### config.mk
export PLATFORM = sky130hd
export DESIGN_NAME = game_sequencer
export DESIGN_NICKNAME = d
export VERILOG_FILES = /design/src/rtl/game_pkg.sv /design/src/rtl/rr_slot_picker.sv /design/src/rtl/game_sequencer.sv
export SDC_FILE = /design/constraint.sdc
export NUM_CORES = 1
export LEC_CHECK = 0
export CAP_MARGIN = 20
export CORE_ASPECT_RATIO = 1.2
export CORE_MARGIN = 2
export CORE_UTILIZATION = 40
export DETAILED_ROUTE_END_ITERATION = 8
export PLACE_DENSITY = 0.67
export REMOVE_ABC_BUFFERS = 1
export SLEW_MARGIN = 20
export SYNTH_ARGS = -nofsm -noshare
export SYNTH_HDL_FRONTEND = slang
export SYNTH_SLANG_ARGS = --single-unit
### constraint.sdc
create_clock -name clk_pix -period 5.8 [get_ports clk_pix]
set_clock_uncertainty 0.1 [all_clocks]
set_input_delay 1.74 -clock clk_pix [delete_from_list [all_inputs] [get_ports clk_pix]]
set_output_delay 1.74 -clock clk_pix [all_outputs]
set_load 0.02 [all_outputs]
### src/rtl/game_pkg.sv
// ============================================================================
// Module   : game_pkg
// Brief    : Shared state encoding, score width and popcount helper for the
//            space-shooter game sequencer.
// Revision : 1.0
// ============================================================================
`default_nettype none

package game_pkg;

  localparam int SCORE_W = 10;

  typedef enum logic [1:0] {
    IDLE = 2'd0,
    PLAY = 2'd1,
    HIT  = 2'd2,
    OVER = 2'd3
  } game_state_t;

  function automatic logic [SCORE_W-1:0] popcount(input logic [31:0] bits);
    logic [SCORE_W-1:0] cnt;
    cnt = '0;
    for (int i = 0; i < 32; i++) begin
      cnt = cnt + {{(SCORE_W-1){1'b0}}, bits[i]};
    end
    return cnt;
  endfunction

endpackage

`default_nettype wire

### src/rtl/rr_slot_picker.sv
// ============================================================================
// Module   : rr_slot_picker
// Brief    : Combinational round-robin finder: first free slot searching from
//            pointer+1 upward, wrapping modulo SLOTS.
// Revision : 1.0
// ============================================================================
`default_nettype none

module rr_slot_picker #(
  parameter int SLOTS = 10,
  parameter int IDX_W = (SLOTS > 1) ? $clog2(SLOTS) : 1
) (
  input  logic [SLOTS-1:0] free,
  input  logic [IDX_W-1:0] pointer,
  output logic             found,
  output logic [SLOTS-1:0] grant,
  output logic [IDX_W-1:0] index
);

  localparam logic [IDX_W:0] c_slots = (IDX_W+1)'(SLOTS);

  logic [IDX_W:0] w_cand;

  always_comb begin
    found  = 1'b0;
    grant  = '0;
    index  = '0;
    w_cand = '0;
    // Offset SLOTS lands back on the pointer itself, so it is searched last.
    for (int k = 1; k <= SLOTS; k++) begin
      w_cand = {1'b0, pointer} + (IDX_W+1)'(k);
      if (w_cand >= c_slots) begin
        w_cand = w_cand - c_slots;
      end
      if (!found && free[w_cand[IDX_W-1:0]]) begin
        found                     = 1'b1;
        grant[w_cand[IDX_W-1:0]]  = 1'b1;
        index                     = w_cand[IDX_W-1:0];
      end
    end
  end

endmodule

`default_nettype wire

### src/rtl/game_sequencer.sv
// ============================================================================
// Module   : game_sequencer
// Brief    : Frame-synchronous game controller: play-state FSM, lives, score,
//            round-robin asteroid spawning and ship visibility/motion gating.
//            Optional macro GAME_BONUS_LIFE_EN awards a life per 100 points.
// Revision : 1.0
// ============================================================================
`default_nettype none

module game_sequencer
  import game_pkg::*;
#(
  parameter int ASTEROID_COUNT = 10,
  parameter int LIVES          = 3,
  parameter int HIT_FRAMES     = 90,
  parameter int SPAWN_FRAMES   = 60,
  parameter int BLINK_FRAMES   = 8,
  parameter int SCORE_MAX      = 999
) (
  input  logic                          clk_pix,
  input  logic                          reset_n,
  input  logic                          frame,
  input  logic                          start,
  input  logic                          collision,
  input  logic [ASTEROID_COUNT-1:0]     asteroid_shot,
  input  logic [ASTEROID_COUNT-1:0]     asteroid_enabled,
  output logic [1:0]                    state,
  output logic [$clog2(LIVES+1)-1:0]    lives,
  output logic [SCORE_W-1:0]            score,
  output logic                          asteroid_rst,
  output logic [ASTEROID_COUNT-1:0]     spawn,
  output logic                          ship_visible,
  output logic                          ship_freeze
);

  localparam int c_lives_w = $clog2(LIVES+1);
  localparam int c_idx_w   = (ASTEROID_COUNT > 1) ? $clog2(ASTEROID_COUNT) : 1;
  localparam int c_hit_w   = $clog2(HIT_FRAMES+1);
  localparam int c_blink_w = $clog2(BLINK_FRAMES+1);
  localparam int c_spawn_w = $clog2(SPAWN_FRAMES+1);

  localparam logic [1:0] c_idle = 2'(IDLE);
  localparam logic [1:0] c_play = 2'(PLAY);
  localparam logic [1:0] c_hit  = 2'(HIT);
  localparam logic [1:0] c_over = 2'(OVER);

  localparam logic [c_lives_w-1:0] c_lives       = c_lives_w'(LIVES);
  localparam logic [c_lives_w-1:0] c_one_life    = c_lives_w'(1);
  localparam logic [c_hit_w-1:0]   c_hit_last    = c_hit_w'(HIT_FRAMES-1);
  localparam logic [c_blink_w-1:0] c_blink_last  = c_blink_w'(BLINK_FRAMES-1);
  localparam logic [c_spawn_w-1:0] c_spawn_last  = c_spawn_w'(SPAWN_FRAMES-1);
  localparam logic [SCORE_W:0]     c_score_max_w = (SCORE_W+1)'(SCORE_MAX);
  localparam logic [SCORE_W-1:0]   c_score_max   = SCORE_W'(SCORE_MAX);

  logic                      r_start_q;
  logic [c_hit_w-1:0]        r_hit_cnt;
  logic [c_blink_w-1:0]      r_blink_cnt;
  logic [c_spawn_w-1:0]      r_spawn_cnt;
  logic [c_idx_w-1:0]        r_ptr;

  logic                      w_start_edge;
  logic [SCORE_W-1:0]        w_pop;
  logic [SCORE_W:0]          w_sum;
  logic [SCORE_W-1:0]        w_score_next;
  logic [c_lives_w-1:0]      w_lives_bonus;
  logic [c_lives_w-1:0]      w_lives_next;
  logic                      w_hit_now;
  logic                      w_to_over;
  logic                      w_found;
  logic [ASTEROID_COUNT-1:0] w_grant;
  logic [c_idx_w-1:0]        w_index;

  assign w_start_edge = start & ~r_start_q;
  assign w_pop        = popcount(32'(asteroid_shot));
  assign w_sum        = {1'b0, score} + {1'b0, w_pop};
  assign w_score_next = (w_sum > c_score_max_w) ? c_score_max : w_sum[SCORE_W-1:0];

`ifdef GAME_BONUS_LIFE_EN
  localparam logic [SCORE_W-1:0] c_hundred = SCORE_W'(100);
  logic w_bonus;
  // Several hundreds crossed in one frame still count as a single crossing.
  assign w_bonus       = (w_score_next / c_hundred) != (score / c_hundred);
  assign w_lives_bonus = (w_bonus && (lives < c_lives)) ? lives + c_one_life : lives;
`else
  assign w_lives_bonus = lives;
`endif

  // The bonus is applied before the collision so the score lands first.
  assign w_hit_now    = (state == c_play) && collision;
  assign w_lives_next = w_hit_now ? w_lives_bonus - c_one_life : w_lives_bonus;
  assign w_to_over    = w_hit_now && (w_lives_next == '0);

  rr_slot_picker #(
    .SLOTS (ASTEROID_COUNT),
    .IDX_W (c_idx_w)
  ) u_picker (
    .free    (~asteroid_enabled),
    .pointer (r_ptr),
    .found   (w_found),
    .grant   (w_grant),
    .index   (w_index)
  );

  always_ff @(posedge clk_pix or negedge reset_n) begin
    if (!reset_n) begin
      state        <= c_idle;
      lives        <= '0;
      score        <= '0;
      asteroid_rst <= 1'b0;
      spawn        <= '0;
      ship_visible <= 1'b1;
      ship_freeze  <= 1'b1;
      r_start_q    <= 1'b0;
      r_hit_cnt    <= '0;
      r_blink_cnt  <= '0;
      r_spawn_cnt  <= '0;
      r_ptr        <= '0;
    end else begin
      r_start_q    <= start;
      asteroid_rst <= 1'b0;
      spawn        <= '0;
      case (state)
        c_idle: begin
          if (w_start_edge) begin
            state        <= c_play;
            lives        <= c_lives;
            score        <= '0;
            r_spawn_cnt  <= '0;
            r_ptr        <= '0;
            asteroid_rst <= 1'b1;
            ship_visible <= 1'b1;
            ship_freeze  <= 1'b0;
          end
        end
        c_play, c_hit: begin
          if (frame) begin
            score <= w_score_next;
            lives <= w_lives_next;
            if (r_spawn_cnt == c_spawn_last) begin
              r_spawn_cnt <= '0;
              if (w_found && !w_to_over) begin
                spawn <= w_grant;
                r_ptr <= w_index;
              end
            end else begin
              r_spawn_cnt <= r_spawn_cnt + 1'b1;
            end
            if (state == c_play) begin
              if (w_to_over) begin
                state        <= c_over;
                ship_visible <= 1'b0;
                ship_freeze  <= 1'b1;
              end else if (w_hit_now) begin
                state       <= c_hit;
                r_hit_cnt   <= c_hit_last;
                r_blink_cnt <= '0;
              end
            end else if (r_hit_cnt == '0) begin
              state        <= c_play;
              ship_visible <= 1'b1;
            end else begin
              r_hit_cnt <= r_hit_cnt - 1'b1;
              if (r_blink_cnt == c_blink_last) begin
                r_blink_cnt  <= '0;
                ship_visible <= ~ship_visible;
              end else begin
                r_blink_cnt <= r_blink_cnt + 1'b1;
              end
            end
          end
        end
        c_over: begin
          if (w_start_edge) begin
            state        <= c_idle;
            ship_visible <= 1'b1;
          end
        end
        default: state <= c_idle;
      endcase
    end
  end

endmodule

`default_nettype wire

==> results of run 1 <==
==> synthesized netlist by cell type (6+ instances only) <==
library cell | instances | share of area (%)
sky130_fd_sc_hd__nand2_1 | 74 | 4.6
sky130_fd_sc_hd__o22ai_1 | 6 | 0.62
sky130_fd_sc_hd__nand2b_1 | 14 | 1.4
sky130_fd_sc_hd__mux2_2 | 10 | 1.9
sky130_fd_sc_hd__o211ai_1 | 7 | 0.86
sky130_fd_sc_hd__a31oi_1 | 8 | 0.82
sky130_fd_sc_hd__o21ai_0 | 36 | 3.0
sky130_fd_sc_hd__nor2_1 | 55 | 3.4
sky130_fd_sc_hd__and2_1 | 12 | 1.2
sky130_fd_sc_hd__o221ai_1 | 8 | 1.2
sky130_fd_sc_hd__buf_2 | 7 | 0.58
sky130_fd_sc_hd__fa_1 | 8 | 2.6
sky130_fd_sc_hd__a211oi_1 | 8 | 0.99
sky130_fd_sc_hd__a221oi_1 | 7 | 1.0
sky130_fd_sc_hd__a22oi_1 | 7 | 0.86
sky130_fd_sc_hd__clkbuf_1 | 16 | 0.99
sky130_fd_sc_hd__a21oi_1 | 52 | 4.3
sky130_fd_sc_hd__nor2b_1 | 11 | 1.1
sky130_fd_sc_hd__xnor2_1 | 26 | 3.7
sky130_fd_sc_hd__o31ai_1 | 6 | 0.74
sky130_fd_sc_hd__and3_1 | 9 | 0.93
sky130_fd_sc_hd__nor3_1 | 19 | 1.6
sky130_fd_sc_hd__dfrtp_1 | 47 | 19
sky130_fd_sc_hd__or3_1 | 6 | 0.62
sky130_fd_sc_hd__inv_1 | 41 | 2.5
sky130_fd_sc_hd__or2_2 | 6 | 0.62
sky130_fd_sc_hd__mux2i_1 | 23 | 3.8
sky130_fd_sc_hd__a21o_1 | 11 | 1.4
sky130_fd_sc_hd__ha_1 | 37 | 7.6
sky130_fd_sc_hd__a31o_2 | 6 | 0.86
sky130_fd_sc_hd__nand3_1 | 17 | 1.4
sky130_fd_sc_hd__xor2_1 | 7 | 1.0
sky130_fd_sc_hd__nand4_1 | 13 | 1.3
==> how the worst max path moves through the flow <==
stage                         startpoint              endpoint  slack [ns]  cells after the start
floorplan           r_ptr[0]$_DFFE_PN0P_    spawn[0]$_DFF_PN0_       -0.28                     14
global placement        asteroid_shot[0]  score[4]$_DFFE_PN0P_       -0.30                     17
detailed placement      asteroid_shot[0]  score[4]$_DFFE_PN0P_       -0.37                     17
CTS                     asteroid_shot[0]  score[4]$_DFFE_PN0P_        0.02                     17
global route            asteroid_shot[0]  score[4]$_DFFE_PN0P_        0.19                     17
finish                  asteroid_shot[0]  score[4]$_DFFE_PN0P_        0.34                     17
==> cell families after synthesis <==
| kind of cell | Yosys count | share of synthesized area, % |
|---|---|---|
| simple gates | 275 | 23.72 |
| mux | 34 | 5.884 |
| buf+inv | 76 | 5.513 |
| compound gates | 245 | 29.15 |
| xor+xnor | 35 | 5.287 |
| fa+ha+maj | 45 | 10.24 |
| flops | 49 | 20.20 |
==> final cells by class <==
cell class | count | area [um^2] | area share, %
clock inverters | 3 | 65.06 | 0.9202
inverters | 45 | 168.9 | 2.389
flip-flops and latches | 49 | 1229 | 17.38
well taps | 204 | 255.2 | 3.610
clock buffers | 5 | 125.1 | 1.770
repair buffers | 71 | 676.9 | 9.574
multi-input cells | 634 | 4551 | 64.36
==> where the power goes <==
group	internal, mW	switching [mW]	total, mW
Combinational	0.622	0.905	1.53
Sequential	0.435	0.0831	0.518
Clock	0.246	0.123	0.369
Total	1.30	1.11	2.41
==> per-layer routing <==
layer	part of all wire, %	track usage, %	vias up
met5	0	0	-
met4	3.5	7.554	0
met3	4.6	1.879	37
met2	49	37.76	200
met1	42	27.77	2907
li1	-	-	2929
==> stage by stage <==
| step | hold WS [ns] | utilization, % | cells |
|---|---|---|---|
| after floorplan | 0.3659 | - | 728 |
| after global placement | 0.3946 | 45.58 | 1002 |
| after detailed placement | 0.4004 | 45.58 | 1002 |
| after CTS | 0.4092 | 46.88 | 1010 |
| after global routing | 0.4348 | 47.27 | 1011 |
| final | 0.4152 | 47.27 | 1011 |
==> critical path: cells and delay by family <==
family / cells / cell delay, ns
fa+ha+maj: 5 / 2.11
buf+inv: 4 / 0.29
compound gates: 8 / 1.40
==> state kept, by name, summed over array words and instances, names as in the netlist <==
name          flops
score            10
state             2
ship_visible      1
r_blink_cnt       4
spawn            10
r_start_q         1
ship_freeze       1
lives             2
asteroid_rst      1
r_hit_cnt         7
r_ptr             4
r_spawn_cnt       6
==> what timing repair did <==
action	4_1_cts	5_1_grt
buffers inserted	0	1
gates resized for setup	2	17
setup endpoints to repair	2	8
cloned	0	0
pin swaps	1	14
==> summary by stage, run 1 <==
Drt
The via-per-instance ratio is 6.007. In this run the remaining antenna-violating nets after routing total 0. The wire length reported by the detailed router is 17800 um. The count of routing violations after the opening detailed-route iteration is 547. The first detailed-routing pass ran for 5 iterations.

The remaining design rule violation count is 0. Summing over every cut layer, the via total after detailed routing is 6073. The mean routed wirelength per cell is 17.60 um.

Run status
The flow ran to the end, and the final reports show no timing, DRC or antenna violations.

Power
The total power per unit cell area is 341.4 nW/um^2. The worst-case IR drop observed on VDD is 0.1501 mV. The leakage power is 2.936 nW. The design draws 2.414 mW.

Synth
The proportion of synthesized flip-flops having asynchronous set or reset is 100.0%. The area of the mapped netlist is 6082 um^2. The cell count after synthesis came out at 759.

The register area share after synthesis is 20.20%. In this run, synthesis inferred 0 flip-flops with an integrated enable. The leading register cell type out of synthesis is sky130_fd_sc_hd__dfrtp_1. The number of storage elements in the synthesis netlist is 49. The per-instance average area after synthesis is 8.013 um^2. The count of warnings emitted by yosys is 0. The number of different library cells used by synthesis comes to 93.

Layout
The area added between synthesis and finish is 16.25%. The number of diodes is 0. After the last flow step, the layout net total stands at 876.

The fraction of layout instances using a drive strength above 1 is 12.14%. In the layout the commonest cells are sky130_fd_sc_hd__nand2_1, sky130_fd_sc_hd__nor2_1, sky130_fd_sc_hd__a21oi_1. The commonest non-fill, non-tap cell in the layout is sky130_fd_sc_hd__nand2_1.

The area of all placed cells without fillers is 7071 um^2. The filler cells instantiated in the layout total 1537.

Critical path
The maximum fanout along the worst path is 2. The signal on the critical path passes through dlymetal6s2s_1 -> fa_1 -> inv_1 -> fa_1 -> fa_1 -> fa_2 -> inv_2 -> fa_2 -> a21o_1 -> a21oi_2 -> inv_1 -> a221oi_2 -> o21ai_1 -> a21boi_1 -> o2111ai_2 -> a31o_2 -> a32o_1. The critical register-to-register path endpoint is spawn[3]$_DFF_PN0_. The cell at the slowest stage of the critical path is sky130_fd_sc_hd__fa_1. Data on the critical path is required at its endpoint by 5.88 ns. The critical path capture point type is a flip-flop.

The category of the critical setup timing path is input pin to flip-flop. The cell depth of the worst flop-to-flop path is 15. In this design, the stage delay of the slowest critical-path cell is 0.55 ns. The most numerous cell type found on the critical path is sky130_fd_sc_hd__fa_1. The arrival time reported for the critical path endpoint is 5.54 ns. The register-to-register path setup slack is 0.87 ns. The worst register-to-register path begins at r_ptr[1]$_DFFE_PN0P_. The worst setup path is launched from an input pin.

GRT
The number of antenna violations at the first check in global routing is 0. The leftover overflow at the end of global routing is 0. The pin count of the biggest net entering global routing is 50. The first global-routing pass estimated 28650 um of wire. The via count of the first global-routing pass was 5667.

Global routing consumed, over all layers together, 21.69% of the routing resources.

STA
The time the worst path needs with I/O delays and setup is 5.458 ns. For this run, the top clock speed supported by timing is 183.2 MHz. The normalized max-slew margin is 54.96%. Setup violations remaining at the end of the flow were counted as 0. Setup repair after global routing left no endpoint under its margin. The transition time of the tightest slew-check pin is 0.6756 ns.

The number of max-slew violations in the final report is 0. Adding up every negative setup slack in the final design gives 0 ns. The final worst-path setup slack is 0.3416 ns.

The number of hold violations in the final report is 0. The final critical path takes up 94.11% of the cycle.

Clock tree
After clock tree synthesis, the flow added hold-fix buffers numbering 0. Buffers inserted during clock tree synthesis total 5. The clock tree synthesis step divided the H-tree into 2 levels.

At the later pin of the worst-skew pair, clock insertion delay measures 0.29 ns. The clock-pin slew reported for the worst setup and hold paths after clock tree synthesis is 0.06 ns. The clock net sink count is 49. TritonCTS built the clock tree. The master cell of the clock root buffer is sky130_fd_sc_hd__clkbuf_16.

The longest clock path from root to sink contains 2 buffers.

Placed design
Detailed placement ended at an HPWL of 13950 um. In this run the tool buffered the top-level ports with 51 buffer cells. At the placement stage, the worst setup path has a slack of -0.3713 ns.

The placed instance area is 6819 um^2. Routability-driven placement finished with a final weighted congestion of 1.008.

Floorplanning
The floorplan has 49 rows. The overall die area is 16210 um^2. From bottom edge to top edge, the die measures 139.1 um. The boundary pin count is 52.

From left edge to right edge, the die measures 116.6 um. The core area is 14960 um^2. The initial utilization of the core area, before any placement, comes to 40.66%.

Job
The max-capacitance violation count is 0.

Worst hold path
The hold path endpoint is score[0]$_DFFE_PN0P_. The startpoint identified for the worst hold timing path is score[0]$_DFFE_PN0P_. The type of the tightest min-delay check is flip-flop to flip-flop. The cell depth of the worst hold path is 1.
(Power assumes the default switching activity.)
==> inputs of run 2 (changes only) <==
--- a/config.mk
+++ b/config.mk
@@ -10,9 +10,10 @@
 export CORE_MARGIN = 2
 export CORE_UTILIZATION = 40
 export DETAILED_ROUTE_END_ITERATION = 8
-export PLACE_DENSITY = 0.67
+export PLACE_DENSITY = 0.66
 export REMOVE_ABC_BUFFERS = 1
 export SLEW_MARGIN = 20
 export SYNTH_ARGS = -nofsm -noshare
 export SYNTH_HDL_FRONTEND = slang
+export SYNTH_HIERARCHICAL = 1
 export SYNTH_SLANG_ARGS = --single-unit
==> constraint.sdc (replaced) <==
create_clock -name clk_pix -period 5.4 [get_ports clk_pix]
set_clock_uncertainty 0.1 [all_clocks]
set_input_delay 1.62 -clock clk_pix [delete_from_list [all_inputs] [get_ports clk_pix]]
set_output_delay 1.62 -clock clk_pix [all_outputs]
set_load 0.02 [all_outputs]
==> run 2 against run 1 <==
Total power shrank 19%. Flip-flop and latch count stayed put. Area after synthesis increased by 8.0%. Combinational power fell by 29%. Clock power fell by 18%. Hold slack worse by 0.019 ns. Global-route usage grew 2.6 points. Setup slack worse by 0.20 ns. Critical endpoint is now score[0]$_DFFE_PN0P_.
==> summary by stage, run 2 <==
Run status
The run finished with clean final reports.

GRT
The leftover overflow at the end of global routing is 0 (unchanged). The via count of the first global-routing pass came to 6406 (+13%). The pin count of the biggest net entering global routing came to 56 (+12%). The total routing resource utilization after global routing came to 24.26% (+2.6 points). The global-route wire length before repair came to 33550 um (+17%).

The number of antenna violations at the first check in global routing is 0 (unchanged).

Placed design
The worst-case setup slack after placement is -0.6315 ns (-0.2602 ns). The number of port buffers is 51 (unchanged). The placed instance area is 7590 um^2 (+11%). The half-perimeter wire length after placement came to 16990 um (+22%). The number of instances in the placed design is 1127 (+12%). The routability-driven placement congestion ratio came to 1.047 (+3.8%).

Layout
The number of diodes is 0 (unchanged). The commonest non-fill, non-tap cell in the layout is sky130_fd_sc_hd__nand2_1. The fraction of layout instances using a drive strength above 1 is 15.52% (+3.4 points).

The area of all placed cells without fillers was 7800 um^2 (+10%). The number of nets in the layout is 996 (+14%). In the final layout, the registers with the most flip-flops are score: 10 flops, spawn: 10 flops, r_hit_cnt: 7 flops. The library cells used most frequently in the layout, excluding fill and tap cells, are sky130_fd_sc_hd__nand2_1, sky130_fd_sc_hd__nor2_1, sky130_fd_sc_hd__buf_4. The share of the core filled with cells is 48.31% (+1.0 points). The final instance count without filler cells is 1140 (+13%). The area added between synthesis and finish is 18.77%.

Synth
The area of the mapped netlist is 6568 um^2 (+8.0%). The commonest cells after synthesis are sky130_fd_sc_hd__nand2_1, sky130_fd_sc_hd__nor2_1, sky130_fd_sc_hd__o21ai_0. The register area share after synthesis is 18.71% (-1.5 points).

The distinct cell type count after synthesis is 95 (+2.2%). The proportion of synthesized flip-flops having asynchronous set or reset is 100.0% (unchanged). The leading register cell type out of synthesis is sky130_fd_sc_hd__dfrtp_1.

The count of warnings emitted by yosys was 6 (+6). The count of mapped cells out of synthesis is 845 (+11%). In the post-synthesis netlist, the cell with the most instances is sky130_fd_sc_hd__nand2_1. The per-instance average area after synthesis is 7.772 um^2 (-3.0%). The top cell type by total area after synthesis is sky130_fd_sc_hd__dfrtp_1. The portion of synthesized cell area occupied by the leading cell type is 17.91% (-1.4 points). Sorting the synthesized cells by area gives the leading types as sky130_fd_sc_hd__dfrtp_1, sky130_fd_sc_hd__ha_1, sky130_fd_sc_hd__nand2_1, sky130_fd_sc_hd__o21ai_0, sky130_fd_sc_hd__nor2_1. The count of flip-flops with a built-in enable after synthesis is 0 (unchanged). The number of storage elements in the synthesis netlist is 49 (unchanged).

Worst hold path
The startpoint of the worst hold path is r_spawn_cnt[5]$_DFFE_PN0P_. For hold timing, the worst endpoint is r_spawn_cnt[5]$_DFFE_PN0P_. The cell depth of the worst hold path is 1 (unchanged). The type of the tightest min-delay check is flip-flop to flip-flop.

Critical path
The arrival time reported for the critical path endpoint came to 5.32 ns (-0.22 ns). The critical path startpoint category is an input pin. The cell depth of the worst flop-to-flop path is 18 (+3). The register-to-register path setup slack is 0.52 ns (-0.35 ns). The launch point of the critical path is asteroid_shot[7]. The data required time of the critical path is 5.46 ns (-0.42 ns).

The worst register-to-register path begins at r_ptr[1]$_DFFE_PN0P_. The worst setup path is captured at a flip-flop. The maximum fanout along the worst path is 6 (+4). The critical register-to-register path endpoint is r_ptr[2]$_DFFE_PN0P_. By startpoint and endpoint, the worst setup path is classified as input pin to flip-flop.

Clock tree
The number of clock buffers inserted by TritonCTS is 5 (unchanged). The largest buffer count on any clock path is 2 (unchanged). The clock net sink count was 49 (unchanged). The clock latency on the worst-skew pair is 0.29 ns (about the same). The number of hold buffers added after CTS came to 0 (unchanged). The clock tree from TritonCTS is yes.

The H-tree depth reported by CTS is 2 (unchanged). In this run the clock root is driven by a sky130_fd_sc_hd__clkbuf_16. The clock-pin slew reported for the worst setup and hold paths after clock tree synthesis is 0.06 ns (about the same).

STA
The final clock period utilization by the worst path is 97.45%. Setup repair after global routing left no endpoint under its margin. The normalized max-slew margin is 39.80% (-15 points). The transition time of the tightest slew-check pin was 0.8991 ns (+0.2235 ns). The number of max-slew violations in the final report came to 0 (unchanged). The highest clock rate is 190.0 MHz. The worst hold slack after final layout came to 0.3960 ns (-0.01921 ns). The total setup violations reported at the end of the flow was 0 (unchanged). The final worst-path setup slack is 0.1375 ns (-0.2041 ns). The time the worst path needs with I/O delays and setup is 5.262 ns. The final sum of negative setup slack is 0 ns (unchanged).

The number of hold violations in the final report is 0 (unchanged).

Power
The total power per unit cell area was 250.9 nW/um^2 (-26%). The total power draw is 1.957 mW (-19%). The maximum resistive drop on vdd was 0.1796 mV (+20%). The leakage power is 3.147 nW (+7.2%).

Floorplanning
The boundary pin count is 52 (unchanged). The overall die area is 17460 um^2 (+7.7%). The number of placement rows is 51 (+4.1%). The width of the chip is 121.0 um (+3.8%). The height of the chip came to 144.4 um (+3.8%).

The core area came to 16140 um^2 (+7.9%). The starting density of the core was 40.68% (about the same).

Drt
The residual antenna-violating net count after detailed routing was 0 (unchanged). The first-pass iteration count of the detailed router is 5 (unchanged). The count of routing violations after the opening detailed-route iteration is 540 (-1.3%). The via-per-instance ratio came to 6.059 (+0.86%). The wire length reported by the detailed router is 21510 um (+21%).

The mean routed wirelength per cell is 18.87 um (+7.2%). The via total after detailed routing was 6907 (+14%). The remaining design rule violation count was 0 (unchanged).

Job
The max-capacitance violation count is 0 (unchanged).
run 2: what timing repair did:
| action | 4_1_cts | 5_1_grt |
|---|---|---|
| resized for setup | 12 | 13 |
| pin swaps | 9 | 11 |
| setup endpoints to repair | 7 | 6 |
| buffers inserted | 2 | 3 |
| gates cloned | 0 | 0 |
run 2: critical path, stage by stage:
cell	delay, ns
sky130_fd_sc_hd__clkdlybuf4s15_1	0.20
sky130_fd_sc_hd__fa_1	0.53
sky130_fd_sc_hd__inv_1	0.06
sky130_fd_sc_hd__fa_1	0.50
sky130_fd_sc_hd__fa_1	0.43
sky130_fd_sc_hd__fa_2	0.37
sky130_fd_sc_hd__fa_2	0.35
sky130_fd_sc_hd__nand2b_4	0.18
sky130_fd_sc_hd__nor3b_2	0.17
sky130_fd_sc_hd__a2111o_1	0.38
sky130_fd_sc_hd__nand4_1	0.10
sky130_fd_sc_hd__a21o_1	0.15
sky130_fd_sc_hd__a21o_1	0.19
sky130_fd_sc_hd__o221ai_2	0.10
run 2: cells by family after synthesis:
group,share of synthesized area [%]
mux,7.963
fa+ha+maj,9.297
flops,18.71
simple gates,27.34
compound gates,27.15
buf+inv,5.620
xor+xnor,3.925
run 2: worst max-delay path by stage:
stage                      endpoint  cells after the start  slack (ns)
2_1_floorplan    spawn[2]$_DFF_PN0_                     14       -0.57
3_3_place_gp   score[0]$_DFFE_PN0P_                     14       -0.55
3_5_place_dp   score[0]$_DFFE_PN0P_                     14       -0.63
4_1_cts        score[0]$_DFFE_PN0P_                     14       0.003
5_1_grt        score[0]$_DFFE_PN0P_                     14        0.01
6_report       score[0]$_DFFE_PN0P_                     14        0.14
run 2: layout make-up:
cell class / count / area, um^2
clock inverters: 2 / 15.01
multi-input cells: 706 / 5009
flip-flops and latches: 49 / 1230
clock buffers: 6 / 128.9
well taps: 212 / 265.3
fillers: 1582 / 8344
repair buffers: 112 / 953.4
inverters: 53 / 198.9
run 2: where the power goes:
group          internal, mW  leakage [nW]  total [mW]  switching (mW)
logic                 0.473          2.46        1.09           0.617
registers             0.463         0.627       0.563           0.100
clock network         0.172        0.0631       0.304           0.132
run 2: layer usage:
layer  share of wire [%]  vias up  GRT usage [%]
met2                  49      256          42.90
met5                   0        -              0
li1                    -     3298              -
met3                 4.9       67          2.169
met1                  41     3286          28.98
met4                 5.1        0          13.04
==> inputs of run 3 (changes only) <==
--- a/config.mk
+++ b/config.mk
@@ -5,10 +5,10 @@
 export SDC_FILE = /design/constraint.sdc
 export NUM_CORES = 1
 export LEC_CHECK = 0
-export CAP_MARGIN = 20
 export CORE_ASPECT_RATIO = 1.2
 export CORE_MARGIN = 2
 export CORE_UTILIZATION = 40
+export CTS_CLUSTER_DIAMETER = 40
 export DETAILED_ROUTE_END_ITERATION = 8
 export PLACE_DENSITY = 0.66
 export REMOVE_ABC_BUFFERS = 1
==> results of run 3 <==
No change in the layout: final DEF, timing and power equal those of run 2.
